<file path="src/rtl/ts_sched_if.sv">
// -----------------------------------------------------------------------------
// ts_sched_if
// Purpose : bundles the scheduler's gate-control, queue-FIFO and output-stage
//           signals so they can be passed as one port.
// Signals :
//   in_ts_schedule_valid [3:0]  per-queue schedulable pulse from gate control
//   in_ts_md_outport     [3:0]  per-queue egress port bit
//   in_ts_fifo_empty     [3:0]  per-queue packet FIFO empty
//   in_ts_q_data         [4*DW] per-queue show-ahead head word, Q0 in [DW-1:0]
//   out_ts_q_rden        [3:0]  one-hot FIFO pop
//   out_ts_q2_rden              one-cycle pulse per Q2 packet start
//   out_ts_data          [DW]   forwarded packet word
//   out_ts_data_wr              out_ts_data valid
//   out_ts_outport              egress port of the packet in flight
//   out_ts_pkt_done             one-cycle pulse after the last word
//   out_ts_err                  one-cycle error pulse
//
// Handshake: each queue FIFO is show-ahead. in_ts_q_data holds the head word
// whenever in_ts_fifo_empty is low. A word is consumed on a rising clk edge
// where out_ts_q_rden[i] is high; the FIFO must present the next word (or
// raise empty) by the following edge. out_ts_q_rden[i] is never high while
// in_ts_fifo_empty[i] is high. The output stage has no back-pressure: every
// cycle with out_ts_data_wr high carries exactly one word.
// -----------------------------------------------------------------------------
interface ts_sched_if #(
  parameter int DW = 134
);
  logic [3:0]      in_ts_schedule_valid;
  logic [3:0]      in_ts_md_outport;
  logic [3:0]      in_ts_fifo_empty;
  logic [4*DW-1:0] in_ts_q_data;
  logic [3:0]      out_ts_q_rden;
  logic            out_ts_q2_rden;
  logic [DW-1:0]   out_ts_data;
  logic            out_ts_data_wr;
  logic            out_ts_outport;
  logic            out_ts_pkt_done;
  logic            out_ts_err;

  // Gate control / FIFO / output-stage side.
  modport master (
    output in_ts_schedule_valid,
    output in_ts_md_outport,
    output in_ts_fifo_empty,
    output in_ts_q_data,
    input  out_ts_q_rden,
    input  out_ts_q2_rden,
    input  out_ts_data,
    input  out_ts_data_wr,
    input  out_ts_outport,
    input  out_ts_pkt_done,
    input  out_ts_err
  );

  // Scheduler side.
  modport slave (
    input  in_ts_schedule_valid,
    input  in_ts_md_outport,
    input  in_ts_fifo_empty,
    input  in_ts_q_data,
    output out_ts_q_rden,
    output out_ts_q2_rden,
    output out_ts_data,
    output out_ts_data_wr,
    output out_ts_outport,
    output out_ts_pkt_done,
    output out_ts_err
  );
endinterface

</file>
<file path="src/rtl/ts_sched.sv">
// -----------------------------------------------------------------------------
// ts_sched
// Purpose : transmit scheduler behind gate control. On a schedule_valid pulse it
//           picks one queue by strict priority (Q0 highest), then pops that
//           queue's show-ahead FIFO word by word up to EOP and forwards each
//           word to the output stage together with the queue's egress port.
//           Packets longer than MAX_PKT_WORDS are cut: the last forwarded word
//           gets EOP forced and the remainder stays in the FIFO.
// Ports   :
//   clk          clock
//   rst_n        asynchronous reset, active low
//   ts           ts_sched_if.slave bundle (see ts_sched_if)
//   dbg_state_o  current FSM state (0=IDLE, 1=XFER, 2=DONE)
// Word format: bit DW-1 = SOP, bit DW-2 = EOP.
// -----------------------------------------------------------------------------
module ts_sched #(
  parameter int DW            = 134,
  parameter int MAX_PKT_WORDS = 128   // 1..256
) (
  input  logic         clk,
  input  logic         rst_n,
  ts_sched_if.slave    ts,
  output logic [1:0]   dbg_state_o
);

  typedef enum logic [1:0] {
    S_IDLE = 2'd0,
    S_XFER = 2'd1,
    S_DONE = 2'd2
  } state_e;

  // word_cnt counts words already forwarded, so the limit word is the one
  // popped while the count equals MAX_PKT_WORDS-1.
  localparam logic [7:0] LAST_IDX = 8'(MAX_PKT_WORDS - 1);

  state_e        state_q;
  logic [1:0]    sel_q;
  logic [7:0]    word_cnt_q;
  logic [7:0]    word_cnt_d;
  logic [DW-1:0] data_q;
  logic          wr_q;
  logic          outport_q;
  logic          q2_rden_q;
  logic          pkt_done_q;
  logic          err_q;

  logic [1:0]    pick;
  logic          pop;
  logic [DW-1:0] head_word;
  logic [DW-1:0] out_word;
  logic          head_sop;
  logic          head_eop;
  logic          first_word;
  logic          truncate;

  // Priority encoder: scanning from Q3 down leaves the lowest set index.
  always_comb begin
    pick = 2'd0;
    for (int i = 3; i >= 0; i--) begin
      if (ts.in_ts_schedule_valid[i]) pick = 2'(i);
    end
  end

  // Head word of the selected queue.
  always_comb begin
    head_word = '0;
    case (sel_q)
      2'd0: head_word = ts.in_ts_q_data[0*DW +: DW];
      2'd1: head_word = ts.in_ts_q_data[1*DW +: DW];
      2'd2: head_word = ts.in_ts_q_data[2*DW +: DW];
      2'd3: head_word = ts.in_ts_q_data[3*DW +: DW];
      default: head_word = '0;
    endcase
  end

  assign head_sop   = head_word[DW-1];
  assign head_eop   = head_word[DW-2];
  assign first_word = (word_cnt_q == 8'd0);
  assign truncate   = (word_cnt_q == LAST_IDX) && !head_eop;

  // Pop whenever the selected FIFO has a word; an empty FIFO simply stalls.
  assign pop = (state_q == S_XFER) && !ts.in_ts_fifo_empty[sel_q];

  always_comb begin
    out_word = head_word;
    if (truncate) out_word[DW-2] = 1'b1;
  end

  // Saturating word counter.
  assign word_cnt_d = (word_cnt_q == 8'hFF) ? word_cnt_q : word_cnt_q + 8'd1;

  always_ff @(posedge clk or negedge rst_n) begin
    if (!rst_n) begin
      state_q    <= S_IDLE;
      sel_q      <= 2'd0;
      word_cnt_q <= 8'd0;
      data_q     <= '0;
      wr_q       <= 1'b0;
      outport_q  <= 1'b0;
      q2_rden_q  <= 1'b0;
      pkt_done_q <= 1'b0;
      err_q      <= 1'b0;
    end else begin
      // Pulse outputs default low; each is raised for exactly one cycle below.
      q2_rden_q  <= 1'b0;
      pkt_done_q <= 1'b0;
      err_q      <= 1'b0;
      case (state_q)
        S_IDLE: begin
          wr_q <= 1'b0;
          if (|ts.in_ts_schedule_valid) begin
            sel_q      <= pick;
            outport_q  <= ts.in_ts_md_outport[pick];
            word_cnt_q <= 8'd0;
            // gc charges Q2's token bucket once per scheduled packet.
            q2_rden_q  <= (pick == 2'd2);
            state_q    <= S_XFER;
          end
        end
        S_XFER: begin
          if (pop) begin
            data_q     <= out_word;
            wr_q       <= 1'b1;
            word_cnt_q <= word_cnt_d;
            // A missing SOP is flagged but the word still goes out.
            err_q      <= (first_word && !head_sop) || truncate;
            if (head_eop || truncate) state_q <= S_DONE;
          end else begin
            wr_q <= 1'b0;
          end
        end
        S_DONE: begin
          wr_q       <= 1'b0;
          pkt_done_q <= 1'b1;
          state_q    <= S_IDLE;
        end
        default: state_q <= S_IDLE;
      endcase
    end
  end

  assign ts.out_ts_q_rden   = pop ? (4'b0001 << sel_q) : 4'b0000;
  assign ts.out_ts_q2_rden  = q2_rden_q;
  assign ts.out_ts_data     = data_q;
  assign ts.out_ts_data_wr  = wr_q;
  assign ts.out_ts_outport  = outport_q;
  assign ts.out_ts_pkt_done = pkt_done_q;
  assign ts.out_ts_err      = err_q;
  assign dbg_state_o        = state_q;

endmodule

</file>
<file path="src/flat_wrapper.sv">
// flat-port wrapper written by rule: the top's interface ports become plain ports
module ts_sched_flat 
#(
  parameter int DW            = 134,
  parameter int MAX_PKT_WORDS = 128            
)
  (clk, rst_n, dbg_state_o, ts_in_ts_schedule_valid, ts_in_ts_md_outport, ts_in_ts_fifo_empty, ts_in_ts_q_data, ts_out_ts_q_rden, ts_out_ts_q2_rden, ts_out_ts_data, ts_out_ts_data_wr, ts_out_ts_outport, ts_out_ts_pkt_done, ts_out_ts_err);
  ts_sched_if #(.DW(DW)) ts_i ();
  input  logic clk;
  input  logic rst_n;
  output logic [1:0] dbg_state_o;
  input wire logic [$bits(ts_i.in_ts_schedule_valid)-1:0] ts_in_ts_schedule_valid;
  input wire logic [$bits(ts_i.in_ts_md_outport)-1:0] ts_in_ts_md_outport;
  input wire logic [$bits(ts_i.in_ts_fifo_empty)-1:0] ts_in_ts_fifo_empty;
  input wire logic [$bits(ts_i.in_ts_q_data)-1:0] ts_in_ts_q_data;
  output wire logic [$bits(ts_i.out_ts_q_rden)-1:0] ts_out_ts_q_rden;
  output wire logic [$bits(ts_i.out_ts_q2_rden)-1:0] ts_out_ts_q2_rden;
  output wire logic [$bits(ts_i.out_ts_data)-1:0] ts_out_ts_data;
  output wire logic [$bits(ts_i.out_ts_data_wr)-1:0] ts_out_ts_data_wr;
  output wire logic [$bits(ts_i.out_ts_outport)-1:0] ts_out_ts_outport;
  output wire logic [$bits(ts_i.out_ts_pkt_done)-1:0] ts_out_ts_pkt_done;
  output wire logic [$bits(ts_i.out_ts_err)-1:0] ts_out_ts_err;
  assign ts_i.in_ts_schedule_valid = ts_in_ts_schedule_valid;
  assign ts_i.in_ts_md_outport = ts_in_ts_md_outport;
  assign ts_i.in_ts_fifo_empty = ts_in_ts_fifo_empty;
  assign ts_i.in_ts_q_data = ts_in_ts_q_data;
  assign ts_out_ts_q_rden = ts_i.out_ts_q_rden;
  assign ts_out_ts_q2_rden = ts_i.out_ts_q2_rden;
  assign ts_out_ts_data = ts_i.out_ts_data;
  assign ts_out_ts_data_wr = ts_i.out_ts_data_wr;
  assign ts_out_ts_outport = ts_i.out_ts_outport;
  assign ts_out_ts_pkt_done = ts_i.out_ts_pkt_done;
  assign ts_out_ts_err = ts_i.out_ts_err;
  ts_sched #(.DW(DW), .MAX_PKT_WORDS(MAX_PKT_WORDS)) u_core (.clk(clk), .rst_n(rst_n), .ts(ts_i), .dbg_state_o(dbg_state_o));
endmodule
</file>
<file path="config.mk">
export PLATFORM = sky130hd
export DESIGN_NAME = ts_sched_flat
export DESIGN_NICKNAME = d
export VERILOG_FILES = /design/src/rtl/ts_sched_if.sv /design/src/rtl/ts_sched.sv /design/src/flat_wrapper.sv
export SDC_FILE = /design/constraint.sdc
export NUM_CORES = 1
export LEC_CHECK = 0
export CORE_AREA = 2 2 269 271
export DETAILED_ROUTE_END_ITERATION = 7
export DIE_AREA = 0 0 271 273
export PLACE_DENSITY = 0.41
export RECOVER_POWER = 50
export SYNTH_ARGS = -nofsm -noshare
export SYNTH_HDL_FRONTEND = slang
export SYNTH_SLANG_ARGS = --single-unit
</file>
<file path="constraint.sdc">
create_clock -name clk -period 1.7 [get_ports clk]
set_input_delay 0.255 -clock clk [delete_from_list [all_inputs] [get_ports clk]]
set_output_delay 0.255 -clock clk [all_outputs]
set_load 0.05 [all_outputs]
</file>
==> impl_metrics.csv, run 1 <==
group,metric,value,unit
grt,antenna_found_initial,6,
clocking,cts_tree,"done",
critical_path,setup.worst_path.end,"u_core.word_cnt_q[0]",
power,p_per_area,1960,nW/µm²
grt,grt_max_degree,46,
worst_hold_path,hold_path.class,"in -> reg",
critical_path,arrival,2.80,ns
critical_path,crit_required,2.10,ns
critical_path,worstRegToRegCells,14,
critical_path,setup.worst_path.start,"u_core.sel_q[0]",
placement,hpwlAfterDp,42.1,mm
critical_path,crit_type,"reg -> reg",
power,pwr-share-comb,0.737,
critical_path,worstSetupStartpointType,"flip-flop",
finish,final_cell_area,20200,µm²
critical_path,r2r_start,"u_core.sel_q[0]",
route,wl_per_cell,20.8,µm
clocking,numCtsBuffers,17,
clocking,cts.sinks,151,
logic_synthesis,seq_area_frac_synth,0.406,
clocking,htree_levels,4,
finish,drive_gt1_frac,0.396,
critical_path,r2r_setup_slack,-0.70,ns
timing,slew_violations,0,
timing,final-setup-viol-count,149,
logic_synthesis,yosysUniqueCellTypes,42,
critical_path,max_stage_delay,0.54,ns
clocking,clk_pin_slew,0.07,ns
floorplanning,core-area,71000,µm²
logic_synthesis,synth_top_family_by_area,"multiplexers",
logic_synthesis,ys_async_sr_fraction,1.00,
grt,gr-usage-all-layers,0.140,
critical_path,end_kind,"flip-flop",
finish,nets,2197,
power,p_sw,19.1,mW
logic_synthesis,yosys.area.top_type,"dfrtp_1",
timing,fin_crit_sh,1.41,
run,drv_cap,0,
route,routed_via_density,3.80,
logic_synthesis,ys_top_cells_by_count,"nand2_1, dfrtp_1, mux4_2",
critical_path,cp_cell_sequence,"buf_12 > mux2i_4 > buf_4 > buf_6 > buf_6 > buf_6 > buf_6 > buf_6 > o22ai_4 > nor3_4 > buf_6 > buf_16 > buf_4 > mux2i_1",
logic_synthesis,synthesis.nets,1395,
logic_synthesis,synth_compound_area_frac,0.0183,
route,drc,0,
power,p_sw_frac,0.482,
run_status,status,"complete, but fails checks",
floorplanning,ios,695,
logic_synthesis,syn_area_per_cell,11.0,µm²
run_status,violations,"negative setup slack",
floorplanning,die_area,74000,µm²
floorplanning,rows,98,
critical_path,crit_slowest_cell,"dfrtp_4",
critical_path,crit_top_cell,"buf_6",
logic_synthesis,synthFlopType,"dfrtp_1",
clocking,insertion_delay,0.47,ns
grt,grt_pass1_wl,74.6,mm
timing,rsz0062_at_grt,"yes",
floorplanning,die_w,271,µm
timing,period_needed,2.40,ns
logic_synthesis,syn_inst,843,
power,power,39.6,mW
timing,whs,0.409,ns
placement,placed_cell_area,17800,µm²
route,drtIter0Drc,360,
logic_synthesis,synth_mux_area_frac,0.333,
placement,pre_cts_slack,-0.348,ns
logic_synthesis,synth_warnings,0,
route,routed_wl,54.2,mm
floorplanning,start_util,0.131,
timing,tightest_slew,1.34,ns
timing,fin_skew,0.0134,ns
logic_synthesis,synth.area.top_cells,"dfrtp_1, mux4_2, nand2_1",
critical_path,r2r_end,"u_core.word_cnt_q[0]",
logic_synthesis,synth-simple-area-share,0.196,
placement,gp_congestion,0.852,
placement,io_buffers,694,
timing,finalHoldViolations,0,
power,clock_power_share,0.099,
logic_synthesis,synth_xor_area_frac,0,
route,final_antenna_net_count,0,
logic_synthesis,ys_ff_latch,151,
timing,clock.fmax,417,MHz
critical_path,crit_fanout,4,
logic_synthesis,synth_top_area_frac,0.406,
logic_synthesis,synth_edf_count,0,
grt,gr-total-overflow,0,
grt,grt_pass1_vias,10725,
timing,slew_headroom,0.108,
power,leakagePower,8.77,nW
route,vias,9919,
clocking,root_buffer,"clkbuf_16",
power,peakVddDrop,0.827,mV
logic_synthesis,yosys.area_share.adder,0.00269,
finish,syn_to_final_growth,117,%
finish,utilization,0.285,
clocking,clockBufferDepth,2,
timing,setup_slack,-0.698,ns
logic_synthesis,synth.most_common_cell,"nand2_1",
floorplanning,die_y,273,µm
logic_synthesis,synth_area,9300,µm²
power,intPower,20.5,mW
power,p_seq_frac,0.164,
route,firstDrtPassIters,4,
==> layer usage <==
layer | global-route usage | wire length (µm)
met1 | 0.171 | 22100
met2 | 0.243 | 28300
met3 | 0.0345 | 2870
met4 | 0.0449 | 952
met5 | 0 | 0
==> cells in the final DEF, fill, tap and decap left out, types with 3 or more instances in the layout <==
cell type | synthesis | routed
nand3_1 | 3 | 3
nand2_1 | 414 | 247
buf_8 | 0 | 12
dfrtp_1 | 151 | 148
clkinv_4 | 0 | 4
mux4_2 | 134 | 134
and3_1 | 6 | 4
buf_6 | 13 | 19
nor3_1 | 3 | 3
nand2_4 | 0 | 52
clkinvlp_4 | 0 | 4
mux2i_1 | 3 | 3
o21ai_0 | 6 | 3
clkdlybuf4s50_1 | 0 | 548
a31o_1 | 3 | 3
nand2_2 | 0 | 115
clkbuf_16 | 0 | 23
buf_4 | 3 | 210
inv_1 | 3 | 3
nand3b_1 | 3 | 3
buf_16 | 0 | 18
buf_12 | 0 | 30
nor2_1 | 11 | 8
clkbuf_2 | 0 | 4
a21oi_1 | 5 | 3
o21ai_1 | 1 | 4
==> area by class of cell <==
| cell class | count | area (µm²) |
|---|---|---|
| fillers | 7303 | 50800 |
| repair buffers | 849 | 8740 |
| multi-input cells | 623 | 5900 |
| flip-flops and latches | 151 | 3790 |
| well taps | 950 | 1190 |
| clock buffers | 20 | 457 |
| clock inverters | 12 | 145 |
| inverters | 3 | 11.3 |
| diodes | 1 | 2.50 |
==> through the flow <==
step	instances	setup TNS, ns
after global placement	2523	-37.47
after global routing	2608	-69.90
after floorplan	843	-0.661
after detailed placement	2523	-39.72
after CTS	2599	-46.76
final	2609	-59.04
==> power groups by stage <==
stage	registers [mW]	logic (mW)	clock network, mW
after global placement	6.57	23.4	0
after detailed placement	6.60	23.4	0
after CTS	6.55	27.2	4.09
after floorplan	11.8	9.11	0
after global routing	6.73	31.0	4.22
final	6.49	29.2	3.91
==> state kept, by name, indices dropped and copies added (netlist names) <==
register and cells:
u_core.word_cnt_q 8, u_core.ts.out_ts_err 1, u_core.ts.out_ts_outport 1, u_core.ts.out_ts_data 134, u_core.sel_q 2, u_core.ts.out_ts_data_wr 1, u_core.dbg_state_o 2, u_core.ts.out_ts_pkt_done 1
u_core.ts.out_ts_q2_rden 1
==> kinds of logic after synthesis <==
logic type	after synthesis
buffers and inverters	69
adder cells (fa/ha/maj)	2
flip-flops	151
AND/OR/NAND/NOR	457
AO/OA/AOI/OAI	24
multiplexers	140
==> how the worst min path moves through the flow <==
stage | startpoint | end | slack (ns) | cells after the start
after CTS | rst_n | u_core.ts.out_ts_q2_rden | 0.28 | 2
after global routing | ts_in_ts_md_outport[0] | u_core.ts.out_ts_outport | 0.42 | 3
final | ts_in_ts_md_outport[0] | u_core.ts.out_ts_outport | 0.41 | 3
after floorplan | rst_n | u_core.dbg_state_o[0] | -0.04 | 0
after global placement | rst_n | u_core.ts.out_ts_q2_rden | 0.25 | 1
after detailed placement | rst_n | u_core.ts.out_ts_q2_rden | 0.25 | 1
==> worst max-delay path, delay by kind of cell, from the launching register on <==
kind / cells / cell delay [ns]
AND/OR/NAND/NOR: 1 / 0.08
AO/OA/AOI/OAI: 1 / 0.22
buffers and inverters: 10 / 1.17
multiplexers: 2 / 0.31
flip-flops: 1 / 0.54
==> timing repair <==
item,4_1_cts,5_1_grt
hold endpoints to repair,31,0
pin swaps,12,36
setup endpoints to repair,149,149
buffers inserted,33,8
hold buffers,1,0
resized for setup,102,212
cloned,13,6
No activity file was read; power rests on OpenSTA's default activity.
==> run 2, diff against run 1 <==
--- a/config.mk
+++ b/config.mk
@@ -5,6 +5,7 @@
 export SDC_FILE = /design/constraint.sdc
 export NUM_CORES = 1
 export LEC_CHECK = 0
+export ABC_AREA = 0
 export CORE_AREA = 2 2 269 271
 export DETAILED_ROUTE_END_ITERATION = 7
 export DIE_AREA = 0 0 271 273
==> results of run 2 <==
The final DEF is identical to that of run 1; final timing and power are the same.
